==> src/rtl/lc3x_multicycle_sequencer.sv <==
// Execute-stage sequencer for multicycle LC-3x ops (MULT/DIV, loads/stores/TRAP, LDI/STI).
// Latency: MULT_CYCLES/DIV_CYCLES for mult/div, memory ops wait on mem_resp; stall holds upstream until done.
// Backpressure: stall asserts combinationally on issue and stays high while busy, dropping in the done cycle.
module lc3x_multicycle_sequencer #(
    parameter int MULT_CYCLES = 4,
    parameter int DIV_CYCLES  = 17,
    parameter int CNT_W       = 6
) (
    input  logic             clk,
    input  logic             reset,
    input  logic             issue_valid,
    input  logic [3:0]       opcode,
    input  logic [2:0]       ir_5_3,
    input  logic             mem_resp,
    input  logic             flush,
    output logic             stall,
    output logic             busy,
    output logic             md_start,
    output logic             md_select,
    output logic             mem_read,
    output logic             mem_write,
    output logic             indirect_phase,
    output logic             done,
    output logic [CNT_W-1:0] cycle_count
);

    localparam logic [1:0] S_IDLE   = 2'd0;
    localparam logic [1:0] S_MULDIV = 2'd1;
    localparam logic [1:0] S_MEM1   = 2'd2;
    localparam logic [1:0] S_MEM2   = 2'd3;

    localparam logic [3:0] OP_OPS  = 4'b1000;
    localparam logic [3:0] OP_LDR  = 4'b0110;
    localparam logic [3:0] OP_LDB  = 4'b0010;
    localparam logic [3:0] OP_TRAP = 4'b1111;
    localparam logic [3:0] OP_STR  = 4'b0111;
    localparam logic [3:0] OP_STB  = 4'b0011;
    localparam logic [3:0] OP_LDI  = 4'b1010;
    localparam logic [3:0] OP_STI  = 4'b1011;

    localparam int MAXC = (MULT_CYCLES > DIV_CYCLES) ? MULT_CYCLES : DIV_CYCLES;
    localparam int RW   = $clog2(MAXC + 1);
    localparam logic [RW-1:0] MULT_LAST = RW'(MULT_CYCLES - 1);
    localparam logic [RW-1:0] DIV_LAST  = RW'(DIV_CYCLES - 1);
    localparam logic [CNT_W-1:0] CNT_MAX = {CNT_W{1'b1}};

    logic [1:0]       state, next_state;
    logic [3:0]       op_q;
    logic             md_sel_q;
    logic             first_q;
    logic             abort_q;
    logic [RW-1:0]    remaining;

    logic is_alu, is_mem, issue;
    logic q_write1, q_indirect, q_sti, abort_now;

    assign is_alu = (opcode == OP_OPS) && (ir_5_3[2:1] == 2'b00);
    assign is_mem = (opcode == OP_LDR) || (opcode == OP_LDB) || (opcode == OP_TRAP) ||
                    (opcode == OP_STR) || (opcode == OP_STB) ||
                    (opcode == OP_LDI) || (opcode == OP_STI);
    assign issue  = (state == S_IDLE) && issue_valid && !flush && !reset && (is_alu || is_mem);

    assign q_write1   = (op_q == OP_STR) || (op_q == OP_STB);
    assign q_indirect = (op_q == OP_LDI) || (op_q == OP_STI);
    assign q_sti      = (op_q == OP_STI);
    // A flush arriving together with mem_resp aborts just like an earlier one.
    assign abort_now  = abort_q || flush;

    always_comb begin
        next_state     = state;
        done           = 1'b0;
        md_start       = 1'b0;
        mem_read       = 1'b0;
        mem_write      = 1'b0;
        indirect_phase = 1'b0;
        case (state)
            S_IDLE: begin
                if (issue)
                    next_state = is_alu ? S_MULDIV : S_MEM1;
            end
            S_MULDIV: begin
                md_start = first_q;
                if (flush) begin
                    next_state = S_IDLE;
                end else if (remaining == '0) begin
                    done       = 1'b1;
                    next_state = S_IDLE;
                end
            end
            S_MEM1: begin
                mem_write = q_write1;
                mem_read  = !q_write1;
                if (mem_resp) begin
                    if (abort_now) begin
                        next_state = S_IDLE;
                    end else if (q_indirect) begin
                        next_state = S_MEM2;
                    end else begin
                        done       = 1'b1;
                        next_state = S_IDLE;
                    end
                end
            end
            S_MEM2: begin
                indirect_phase = 1'b1;
                mem_write      = q_sti;
                mem_read       = !q_sti;
                if (mem_resp) begin
                    done       = !abort_now;
                    next_state = S_IDLE;
                end
            end
            default: next_state = S_IDLE;
        endcase
    end

    assign busy      = (state != S_IDLE);
    assign stall     = issue || (busy && !done);
    assign md_select = (state == S_MULDIV) && md_sel_q;

    always_ff @(posedge clk) begin
        if (reset) begin
            state       <= S_IDLE;
            op_q        <= '0;
            md_sel_q    <= 1'b0;
            first_q     <= 1'b0;
            abort_q     <= 1'b0;
            remaining   <= '0;
            cycle_count <= '0;
        end else begin
            state <= next_state;
            if (issue) begin
                op_q        <= opcode;
                md_sel_q    <= ir_5_3[0];
                remaining   <= ir_5_3[0] ? DIV_LAST : MULT_LAST;
                first_q     <= 1'b1;
                abort_q     <= 1'b0;
                cycle_count <= '0;
            end else if (busy) begin
                first_q <= 1'b0;
                if (remaining != '0)
                    remaining <= remaining - RW'(1);
                if (flush && state != S_MULDIV)
                    abort_q <= 1'b1;
                if (next_state == S_IDLE)
                    abort_q <= 1'b0;
                // Count stops on the exit cycle so IDLE shows the op's final count.
                if (next_state != S_IDLE && cycle_count != CNT_MAX)
                    cycle_count <= cycle_count + 1'b1;
            end
        end
    end

endmodule
==> config.mk <==
export PLATFORM = sky130hd
export DESIGN_NAME = lc3x_multicycle_sequencer
export DESIGN_NICKNAME = d
export VERILOG_FILES = /design/src/rtl/lc3x_multicycle_sequencer.sv
export SDC_FILE = /design/constraint.sdc
export NUM_CORES = 1
export LEC_CHECK = 0
export CAP_MARGIN = 15
export CORE_MARGIN = 5
export CORE_UTILIZATION = 35
export CTS_CLUSTER_SIZE = 8
export DETAILED_ROUTE_END_ITERATION = 12
export DONT_BUFFER_PORTS = 1
export GPL_TIMING_DRIVEN = 0
export HOLD_SLACK_MARGIN = 0.03
export PLACE_DENSITY = 0.47
export SETUP_SLACK_MARGIN = 0.15
export SLEW_MARGIN = 10
export SYNTH_ARGS = -nofsm -noshare
export SYNTH_HDL_FRONTEND = slang
export SYNTH_SLANG_ARGS = --single-unit
==> constraint.sdc <==
create_clock -name clk -period 2.3 [get_ports clk]
set_clock_uncertainty 0.1 [all_clocks]
set_input_delay 0.46 -clock clk [delete_from_list [all_inputs] [get_ports clk]]
set_output_delay 0.46 -clock clk [all_outputs]
set_load 0.02 [all_outputs]
; After elaboration in Yosys (flattened, before gate mapping)
; Index checks and enable logic that the tools add are counted.
[totals]
output_inout_bits = 14
word_cells = 94
register_bits = 20
[classes]
reduce_logical = 40
n_eq_ne = 17
addsub = 2
mux = 28
[op_table]
columns = op, n
row1 = $eq 4x4->1 const B, 6
row2 = $mux 5, 4
row3 = $mux 2, 8
row4 = $eq 4x2->1 const B, 3
row5 = $eq 4x3->1 const B, 3
row6 = $mux 1, 12
row7 = $logic_or 1x1->1, 11
row8 = $reduce_bool 2->1, 5
row9 = $logic_and 1x1->1, 9
row10 = $pmux 2 s4, 1
row11 = $add 6x1->6 const B, 1
row12 = $logic_not 1->1, 6
row13 = $logic_not 2->1, 3
row14 = $ne 6x6->1 const B, 1
row15 = $reduce_and 2->1, 3
row16 = $logic_not 5->1, 1
row17 = $reduce_bool 5->1, 1
row18 = $sub 5x1->5 const B, 1
row19 = $eq 2x2->1 const B, 2
row20 = $pmux 1 s2, 2
row21 = $pmux 1 s3, 1
row22 = $eq 2x1->1 const B, 1
row23 = $ne 2x1->1 const B, 1
row24 = $reduce_or 2->1, 1

; Longest topological paths before layout
[depth]
word_depth = 14
ltp_mapped = 8

; Worst setup path before layout
; Ideal clock, no wire load.
[synth_timing]
path_type = flip-flop to output port
from = reg remaining[0]
to = out stall
required_time_ns = 1.740
t_arrival_ns = 1.547
setup_slack_ns = 0.193
n_path_buf = 0
path_stages_with_launch = 6
cell_sequence = dfxtp_1 > inv_1 > ha_1 > nor4b_2 > a32o_1 > o21ai_0
[synth_between]
elab_chain_cells = 7
[synth_lines]
columns = element, line
row1 = "start, declared", 52  ; logic [RW-1:0] remaining;
row2 = "start signal, assigned", 135  ; remaining <= ir_5_3[0] ? DIV_LAST : MULT_LAST;
row3 = "start signal, assigned", 142  ; remaining <= remaining - RW'(1);
row4 = $logic_not 5->1, 85  ; end else if (remaining == '0) begin
row5 = $mux 1, 85
row6 = $mux 1, 83  ; if (flush) begin
row7 = $pmux 1 s3, 76  ; case (state)
row8 = net done, 23  ; output logic done,
row9 = $logic_not 1->1, 118  ; assign stall = issue || (busy && !done);
row10 = $logic_and 1x1->1, 118
row11 = $logic_or 1x1->1, 118
row12 = "end, declared", 16  ; output logic stall,
; The timed path passes the listed nets, and every way through them passes these cells.

; Final worst setup path
[layout_timing]
from = reg state[1]
to = out stall
[layout_between]
elab_chain_cells = 6
elab_cells_between_ends = 13
cone_classes = eq/ne: 3 / mux: 1 / reduce/logical: 9
[layout_lines]
columns = element, line
row1 = "start, declared", 47  ; logic [1:0] state, next_state;
row2 = "start signal, assigned", 131  ; state <= next_state;
row3 = "parallel branches: the longest is 5 deep, another holds $pmux 1 s3", -
row4 = $logic_or 1x1->1 *, 118
; Every way passes the cells marked *.

==> impl_metrics.yaml <==
status:
  status: "complete, no violations"
sta:
  fmax_mhz: 470
  post-route-period-util: 0.925
  drv_slew: 0
  finalSetupViolCount: 0
  tightest_slew_ps: 623
  tns_ps: 0
  layout_min_cycle_time_ps: 2130
  rsz0062_at_grt: "yes"
  timing.slew.headroom: 0.583
  hold_viol: 0
yosys:
  netlist-cell-type-count: 35
  synth_top_area_frac: 0.354
  ys_top_cells_by_area: "dfxtp_1 35%, a21oi_1 4.9%, o21ai_0 4.4%"
  synth_edf_count: 0
  synth_area_um2: 1130
  synth_ff_type: "dfxtp_1"
  postSynthCellCount: 131
  yosysSeqAreaShare: 0.354
  async_reset_ff_frac: 0
  synth_compound_area_frac: 0.141
  synth_top_family_by_area: "simple AND/OR/NAND/NOR gates"
  yosysMostFrequentCell: "dfxtp_1"
  yosys.area_share.simple: 0.344
  yosys_warnings: 0
  syn_area_per_cell_um2: 8.64
  ys_ff_latch: 20
  synth-xor-area-share: 0.0309
  synthAdderAreaFrac: 0.0331
  muxShareOfSynthArea: 0.0354
  netlist_top_cells_count: "20 x dfxtp_1, 13 x nor2_1, 11 x a21oi_1, 10 x o21ai_0, 8 x nand2_1"
  synth_nets: 146
  yosys.area.top_type: "dfxtp_1"
clocking:
  h-tree-depth: 1
  clock-sinks: 20
  worstSkewPairLatency_ps: 300
  cts_buffers: 3
  clkSlewWorstSetupHoldPaths_ps: 110
  clockBufferDepth: 2
  cts_tree: "yes"
  clock-root-buffer: "clkbuf_4"
critical_path:
  crit_fanout: 10
  cp_cell_sequence: "buf_6, nor4b_4, and3_4, o21ai_2, buf_6, o21ai_4"
  cp.arrival_ps: 1570
  crit_family: "simple AND/OR/NAND/NOR gates"
  reg2reg_to: "cycle_count[0]"
  crit_top_cell: "buf_6"
  cp-start-kind: "register"
  worstPathRequired_ps: 1740
  endpoint: "stall"
  crit_slowest_cell: "dfxtp_2"
  ff2ff_setup_slack_ps: 300
  crit_path_start: "state[1]"
  critPathBufInv: 2
  reg2reg_depth: 8
  endpoint_kind: "primary output"
  crit_type: "register to primary output"
  timing.rr.start: "state[1]"
  cp.depth: 6
  max_stage_delay_ps: 340
route:
  wirelength_mm: 2.61
  drt_iter0_drc: 46
  vias_per_cell: 5.11
  vias: 951
  drc: 0
  wl_per_cell_um: 14.0
  dr.pass1.iters: 4
  detail-route-antenna-nets: 0
global_routing:
  grt_pass1_wl_mm: 4.47
  grt_max_degree: 12
  antenna_found_initial: 0
  grt_usage: 0.132
  grt_pass1_vias: 966
  grt-ovfl-total: 0
power:
  power.leakage_nw: 0.538
  power_frac_comb: 0.102
  p_sw_frac: 0.231
  powerDensity_nw_per_um2: 473
  ir_drop_mv: 0.509
  internal_power_mw: 0.481
  switching_power_mw: 0.144
  p_seq_frac: 0.572
  clkPwrFrac: 0.326
die:
  ios: 26
  fp.dieW_um: 66.9
  num_rows: 20
  die_h_um: 66.9
  die_area_um2: 4470
  core-area_um2: 3080
  initial_utilization: 0.368
place:
  dpl.hpwl_mm: 1.93
  placed_area_um2: 1190
  portBuffers: 0
  routabilityCongestion: 0.799
final_layout:
  diodes: 0
  drive_above_1_share: 0.225
  syn2layout_area_growth_pct: 16.8
  nets: 158
  design_area_um2: 1320
  fillers: 331
run:
  drv_cap: 0
worst_hold_path:
  hold_class: "primary input to register"
-- what timing repair did --
item / CTS / global route
gates resized for setup: 12 / 2
setup buffers: 7 / 0
hold buffers: 0 / 0
pin swaps: 4 / 0
endpoints found under the setup margin: 2 / 5
-- power by group through the flow --
stage,clock [mW],sequential [mW],combinational [mW]
floorplan,0,0.364,0.0409
finish,0.204,0.357,0.0637
global route,0.230,0.358,0.0713
detailed placement,0,0.365,0.0497
global placement,0,0.365,0.0492
CTS,0.214,0.357,0.0640
-- placed cells by master, fill, tap and decap left out, types with 4 or more instances in the layout --
| master | count |
|---|---|
| buf_4 | 7 |
| nor2_1 | 13 |
| nand3b_1 | 6 |
| or3_1 | 6 |
| a21oi_1 | 11 |
| o21ai_0 | 9 |
| nand2_1 | 8 |
| inv_1 | 5 |
| mux2i_1 | 4 |
| dfxtp_1 | 17 |
| buf_6 | 4 |
-- routing by layer --
metal  routed length, µm  vias up  global-route usage
li1                    -      490                   -
met4                  16        0              0.0228
met2                1300       23               0.233
met1                1130      436               0.152
met3                 165        2              0.0506
met5                   0        -                   0
-- cells by family after synthesis --
group,count (synthesis)
AND/OR/NAND/NOR,60
flip-flops,20
adder cells (fa/ha/maj),3
multiplexers,4
AO/OA/AOI/OAI,28
buffers and inverters,12
XOR/XNOR,4
-- worst reg2reg max path: stages (launching register included) --
cell and delay [ps]:
dfxtp_2 340, buf_6 130, nor4b_4 280, buf_4 150, nand4_1 120, nor4b_4 170
buf_6 160, or3_1 340, a21oi_1 140
-- layout make-up --
cell class | count | area [µm²] | share of cell area
inverters | 6 | 22.5 | 0.0170
flip-flops and latches | 20 | 404 | 0.306
multi-input cells | 99 | 698 | 0.528
clock buffers | 4 | 36.3 | 0.0274
repair buffers | 7 | 52.6 | 0.0397
plain buffers | 6 | 53.8 | 0.0407
well taps | 44 | 55.1 | 0.0416
-- per-stage QoR --
step	std cells	util	power (mW)	worst slack [ps]	hold slack, ps
floorplan	131	-	0.404	193	346
global placement	175	0.386	0.414	87.9	355
detailed placement	175	0.386	0.415	63.8	366
CTS	186	0.426	0.635	154	192
global route	186	0.430	0.659	67.2	205
finish	186	0.430	0.625	173	197
-- sequential cells by signal (all words and copies together) (netlist names) --
register     flops
first_q          1
op_q             4
abort_q          1
remaining        5
cycle_count      6
state            2
md_sel_q         1
-- worst min-delay path by stage --
stage          startpoint        to  slack [ps]  cells after the start
4_1_cts         ir_5_3[0]  md_sel_q         190                      2
6_report        ir_5_3[0]  md_sel_q         200                      2
3_5_place_dp      first_q   first_q         370                      2
5_1_grt         ir_5_3[0]  md_sel_q         210                      2
3_3_place_gp      first_q   first_q         360                      2
2_1_floorplan     first_q   first_q         350                      2
(Power assumes the default switching activity.)
